===== config.mk =====
export PLATFORM = sky130hd
export DESIGN_NAME = time_set_ctrl
export DESIGN_NICKNAME = d
export VERILOG_FILES = /design/src/rtl/time_set_ctrl_pkg.sv /design/src/rtl/time_set_ctrl_btn_edge_rpt.sv /design/src/rtl/time_set_ctrl.sv
export SDC_FILE = /design/constraint.sdc
export NUM_CORES = 1
export LEC_CHECK = 0
export CORE_ASPECT_RATIO = 1.5
export CORE_MARGIN = 1.5
export CORE_UTILIZATION = 25
export CTS_CLUSTER_DIAMETER = 120
export DETAILED_ROUTE_END_ITERATION = 10
export GPL_TIMING_DRIVEN = 0
export HOLD_SLACK_MARGIN = 0.1
export REMOVE_ABC_BUFFERS = 1
export SYNTH_ARGS = -nofsm -noshare
export SYNTH_HDL_FRONTEND = slang
export SYNTH_HIERARCHICAL = 1
export SYNTH_SLANG_ARGS = --single-unit

===== constraint.sdc =====
create_clock -name sig_1Hz -period 2.6 [get_ports sig_1Hz]
set_input_delay 0.26 -clock sig_1Hz [delete_from_list [all_inputs] [get_ports sig_1Hz]]
set_output_delay 0.26 -clock sig_1Hz [all_outputs]
set_load 0.1 [all_outputs]

===== src/rtl/time_set_ctrl_pkg.sv =====
// rtl/time_set_ctrl_pkg.sv - shared field encodings, state type and default timing for the clock setting logic
package time_set_ctrl_pkg;

   localparam logic [2:0] FIELD_RUN   = 3'd0;
   localparam logic [2:0] FIELD_HOUR  = 3'd1;
   localparam logic [2:0] FIELD_MIN   = 3'd2;
   localparam logic [2:0] FIELD_SEC   = 3'd3;
   localparam logic [2:0] FIELD_DAY   = 3'd4;
   localparam logic [2:0] FIELD_MONTH = 3'd5;
   localparam logic [2:0] FIELD_YEAR  = 3'd6;

   localparam int HOLD_TICKS_DEF    = 3;
   localparam int TIMEOUT_TICKS_DEF = 30;

   // State codes equal the field_sel encodings so the state register drives field_sel directly.
   typedef enum logic [2:0] {
      ST_RUN   = FIELD_RUN,
      ST_HOUR  = FIELD_HOUR,
      ST_MIN   = FIELD_MIN,
      ST_SEC   = FIELD_SEC,
      ST_DAY   = FIELD_DAY,
      ST_MONTH = FIELD_MONTH,
      ST_YEAR  = FIELD_YEAR
   } set_state_t;

   function automatic set_state_t next_field(input set_state_t s);
      case (s)
         ST_RUN:   return ST_HOUR;
         ST_HOUR:  return ST_MIN;
         ST_MIN:   return ST_SEC;
         ST_SEC:   return ST_DAY;
         ST_DAY:   return ST_MONTH;
         ST_MONTH: return ST_YEAR;
         default:  return ST_RUN;
      endcase
   endfunction

endpackage


===== src/rtl/time_set_ctrl_btn_edge_rpt.sv =====
// rtl/time_set_ctrl_btn_edge_rpt.sv - rising-edge detect with hold counter and auto-repeat for a button
module time_set_ctrl_btn_edge_rpt
   import time_set_ctrl_pkg::*;
#(
   parameter int HOLD_TICKS = HOLD_TICKS_DEF
) (
   input  logic clk,
   input  logic reset,
   input  logic btn,
   input  logic enable,
   output logic fire
);

   localparam int                HOLD_W   = $clog2(HOLD_TICKS + 1);
   localparam logic [HOLD_W-1:0] HOLD_MAX = HOLD_W'(HOLD_TICKS);

   logic              btn_q;
   logic              counting;
   logic [HOLD_W-1:0] hold_cnt;

   assign counting = btn & enable;
   // First strobe comes from the edge; repeats once the pre-update count has saturated.
   assign fire     = counting & (~btn_q | (hold_cnt == HOLD_MAX));

   always_ff @(posedge clk) begin
      if (reset) begin
         btn_q    <= 1'b1;
         hold_cnt <= '0;
      end else begin
         btn_q <= btn;
         if (!counting)
            hold_cnt <= '0;
         else if (hold_cnt != HOLD_MAX)
            hold_cnt <= hold_cnt + 1'b1;
      end
   end

endmodule


===== src/rtl/time_set_ctrl.sv =====
// rtl/time_set_ctrl.sv - front-panel field setting controller: mode sequencing, increment strobes, timeout, blink
module time_set_ctrl
   import time_set_ctrl_pkg::*;
#(
   parameter int HOLD_TICKS    = HOLD_TICKS_DEF,
   parameter int TIMEOUT_TICKS = TIMEOUT_TICKS_DEF
) (
   input  logic       sig_1Hz,
   input  logic       reset,
   input  logic       mode_b,
   input  logic       inc_b,
   output logic       run_en,
   output logic [2:0] field_sel,
   output logic       hour_b,
   output logic       min_b,
   output logic       sec_b,
   output logic       day_b,
   output logic       month_b,
   output logic       year_b,
   output logic       blink
);

   localparam int                IDLE_W    = $clog2(TIMEOUT_TICKS + 1);
   localparam logic [IDLE_W-1:0] IDLE_LAST = IDLE_W'(TIMEOUT_TICKS - 1);

   set_state_t        state, state_nxt;
   logic              mode_q;
   logic              mode_edge;
   logic              in_set;
   logic              idle;
   logic              inc_fire;
   logic              blink_nxt;
   logic [IDLE_W-1:0] idle_cnt, idle_nxt;
   logic [5:0]        strobe, strobe_nxt;

   assign mode_edge = mode_b & ~mode_q;
   assign in_set    = (state != ST_RUN);
   assign idle      = ~mode_b & ~inc_b;

   // A mode edge in the same cycle suppresses the strobe and clears the hold count.
   time_set_ctrl_btn_edge_rpt #(
      .HOLD_TICKS(HOLD_TICKS)
   ) u_inc_rpt (
      .clk   (sig_1Hz),
      .reset (reset),
      .btn   (inc_b),
      .enable(in_set & ~mode_edge),
      .fire  (inc_fire)
   );

   always_comb begin
      state_nxt  = state;
      idle_nxt   = '0;
      strobe_nxt = '0;
      blink_nxt  = 1'b0;

      if (mode_edge)
         state_nxt = next_field(state);
      else if (in_set && idle) begin
         if (idle_cnt == IDLE_LAST)
            state_nxt = ST_RUN;
         else
            idle_nxt = idle_cnt + 1'b1;
      end

      if (inc_fire) begin
         case (state)
            ST_HOUR:  strobe_nxt[0] = 1'b1;
            ST_MIN:   strobe_nxt[1] = 1'b1;
            ST_SEC:   strobe_nxt[2] = 1'b1;
            ST_DAY:   strobe_nxt[3] = 1'b1;
            ST_MONTH: strobe_nxt[4] = 1'b1;
            ST_YEAR:  strobe_nxt[5] = 1'b1;
            default:  strobe_nxt    = '0;
         endcase
      end

      if (state_nxt == ST_RUN)
         blink_nxt = 1'b0;
      else if (!in_set)
         blink_nxt = 1'b1;
      else
         blink_nxt = ~blink;
   end

   always_ff @(posedge sig_1Hz) begin
      if (reset) begin
         state    <= ST_RUN;
         mode_q   <= 1'b1;
         idle_cnt <= '0;
         strobe   <= '0;
         blink    <= 1'b0;
         run_en   <= 1'b1;
      end else begin
         state    <= state_nxt;
         mode_q   <= mode_b;
         idle_cnt <= idle_nxt;
         strobe   <= strobe_nxt;
         blink    <= blink_nxt;
         run_en   <= (state_nxt == ST_RUN);
      end
   end

   assign field_sel = state;
   assign {year_b, month_b, day_b, sec_b, min_b, hour_b} = strobe;

endmodule

==> impl_metrics.toml <==
[run_status]
outcome = "completed"

[clocking]
cts_tree = "yes"
ctsResizeCount = 0
cts_hold_buf = 0
postCtsSetupRepairBufs = 0
clockBufferDepth = 2
clockRootBuffer = "clkbuf_8"
cts.sinks = 20
htree_levels = 1
clk_latency_ps = 250
cts_buffers = 3
clk_pin_slew_ps = 70

[min_path]
hold_path.class = "register to register"

[timing]
fin_crit_sh = 0.871
tightest_slew_ps = 965
finClkSkew_ps = 1.74
fin_tns_setup_ps = 0
setup_viol = 0
rsz0062_at_grt = "no"
period_minus_slack_ps = 2260
maxSlewViolCount = 0
hold_violations = 0
fmax_ghz = 0.442
relSlewSlack = 0.355

[synth]
synth_xor_area_frac = 0.0420
synth_compound_area_frac = 0.0961
synthMuxAreaShare = 0.0120
syn_inst = 85
synth-adder-area-share = 0.0450
postSynthAreaPerCell_sq_um = 9.80
synth_cell_type_count = 32
seq_area_frac_synth = 0.480
synth_top_family_by_area = "simple AND/OR/NAND/NOR gates"
syn_area_sq_um = 833
ys_ff_latch = 20
synth-simple-area-share = 0.279
ys_warn_count = 6

[critical_path]
crit_end = "field_sel[1]"
crit_type = "register to primary output"
crit_buf_inv = 1
rr_worst_depth = 6
worstPathCellList = "clkdlybuf4s50_1"
end_kind = "primary output"
required_ps = 2340
slowest_delay_ps = 1200
cp_slowest_cell = "clkdlybuf4s50_1"
cp_max_fo = 12
worstSetupStartpointType = "register"
critical_path_depth = 1
regToRegSetupSlack_ps = 840
crit_family = "buffers and inverters"
crit_start = "field_sel[1]"
r2r_start = "field_sel[1]"
reg2reg_to = "strobe[5]"
cp_data_arrival_time_ps = 2000

[job]
cap_viol_max_count = 0

[floorplanning]
rows = 25
die_w_microns = 50.1
core_sq_mm = 0.00316
die-area_sq_mm = 0.00370
die-height_microns = 73.7
start_util = 0.264
boundaryPins = 15

[power]
seqPwrFrac = 0.469
powerDensity_mw_per_mm2 = 628
ir_drop_mv = 0.271
report.power.total_uw = 672
p_comb_frac = 0.080
leakagePower_uw = 0.000367
netSwitchingFraction = 0.205
clkPwrFrac = 0.451
intPower_uw = 534
power_switching_uw = 138

[global_routing]
grt_max_degree = 14
grt_pass1_vias = 581
overflow = 0
antenna_found_initial = 0
grt_pass1_wl_mm = 2.42
grt_util_all_layers = 0.0850

[layout]
nNetsFinal = 108
multiInputGateArea_sq_um = 395
regArea_sq_um = 400
final_common_cell = "dfxtp_1"
area_growth_pct = 28.2
layout_common_cells = "20 x dfxtp_1, 14 x clkdlybuf4s50_1, 13 x nor2_1"
drive_gt1_frac = 0.110
nFillCells = 318
n_antenna_cell = 0

[drt]
drt_iter0_markers = 2
viasPerCell = 4.43
antenna_left = 0
routed_wl_mm = 1.33
drt_pass1_iterations = 2
drc_errors = 0
vias = 620
routedWlPerCell_microns = 9.51

[place]
routabilityCongestion = 0.751
port_buffers = 14
hpwlAfterDp_mm = 1.01
## worst min-delay path by stage
stage                                  endpoint   startpoint  cells past startpoint  slack, ps
after floorplan           u_inc_rpt/hold_cnt[1]        reset                      1        330
after global placement              idle_cnt[0]  idle_cnt[0]                      1        450
after detailed placement            idle_cnt[0]  idle_cnt[0]                      1        460
after CTS                           idle_cnt[0]  idle_cnt[0]                      1        480
after global routing                idle_cnt[0]  idle_cnt[0]                      1        510
final                               idle_cnt[0]  idle_cnt[0]                      1        470
## flip-flops by register name, summed over array words and instances (netlist names)
register            count
blink                   1
field_sel               3
idle_cnt                5
mode_q                  1
run_en                  1
strobe                  6
u_inc_rpt/btn_q         1
u_inc_rpt/hold_cnt      2
## through the flow
stage               cells  utilization  hold WS, ps  worst slack [ps]  area (sq um)
finish                140        0.338          467               336          1070
global route          140        0.338          514               253          1070
CTS                   140        0.338          477               340          1070
detailed placement    136        0.316          459               561           997
global placement      136        0.316          451               554           997
floorplan              82            -          330               269           807
## metal layers
layer  track usage  routed length (microns)
met5             0                        0
met3        0.0244                       69
met2         0.143                      669
met4        0.0494                       12
met1        0.0938                      579
## cell usage after synthesis
library cell | number | area (sq um)
a211oi_2 | 1 | 12.5
a21o_1 | 1 | 7.51
a21oi_1 | 1 | 5.00
a221oi_1 | 1 | 8.76
a311o_1 | 1 | 10.0
and2_1 | 1 | 6.26
buf_6 | 2 | 22.5
clkbuf_1 | 1 | 3.75
dfxtp_1 | 20 | 400
ha_1 | 3 | 37.5
inv_1 | 3 | 11.3
mux2i_1 | 1 | 10.0
nand2_1 | 5 | 18.8
nand2b_1 | 2 | 12.5
nand3_1 | 2 | 10.0
nand3b_1 | 1 | 7.51
nand4_1 | 1 | 6.26
nand4b_1 | 2 | 17.5
nor2_1 | 13 | 48.8
nor2b_1 | 3 | 18.8
nor3_1 | 3 | 15.0
nor3_2 | 1 | 10.0
nor4_4 | 1 | 21.3
o21ai_0 | 3 | 15.0
o22a_1 | 1 | 8.76
o22ai_1 | 2 | 12.5
or2_2 | 2 | 12.5
or2b_1 | 1 | 7.51
or3_4 | 1 | 11.3
or3b_2 | 1 | 8.76
xnor2_1 | 1 | 8.76
xor2_1 | 3 | 26.3
## worst register-to-register path, stage by stage (launching register included)
cell	delay, ps
dfxtp_1	550
nor3_1	170
nor2_1	110
nand2_1	100
a21oi_1	170
or3b_2	490
nor2_1	110
## power groups by stage
stage / sequential, uW / combinational, uW / clock, uW
detailed placement: 322 / 53.8 / 0
CTS: 315 / 53.9 / 310
floorplan: 343 / 15.3 / 0
global placement: 322 / 53.4 / 0
global route: 316 / 56.4 / 330
finish: 315 / 53.5 / 303
## kinds of logic (layout without fill, tap and decap cells)
| group | count (synthesis) | in the layout |
|---|---|---|
| buf+inv | 6 | 21 |
| simple gates | 40 | 40 |
| compound gates | 11 | 11 |
| mux | 1 | 1 |
| fa+ha+maj | 3 | 3 |
| xor+xnor | 4 | 4 |
| flops | 20 | 20 |
## layout make-up
type | count | share of cell area
clock buffer | 3 | 0.0386
clock inverter | 1 | 0.0281
inverter | 3 | 0.0105
multi-input combinational | 59 | 0.370
sequential | 20 | 0.375
tap | 40 | 0.0468
timing repair buffer | 14 | 0.131
Note: power is estimated with default switching activity, not from simulation.
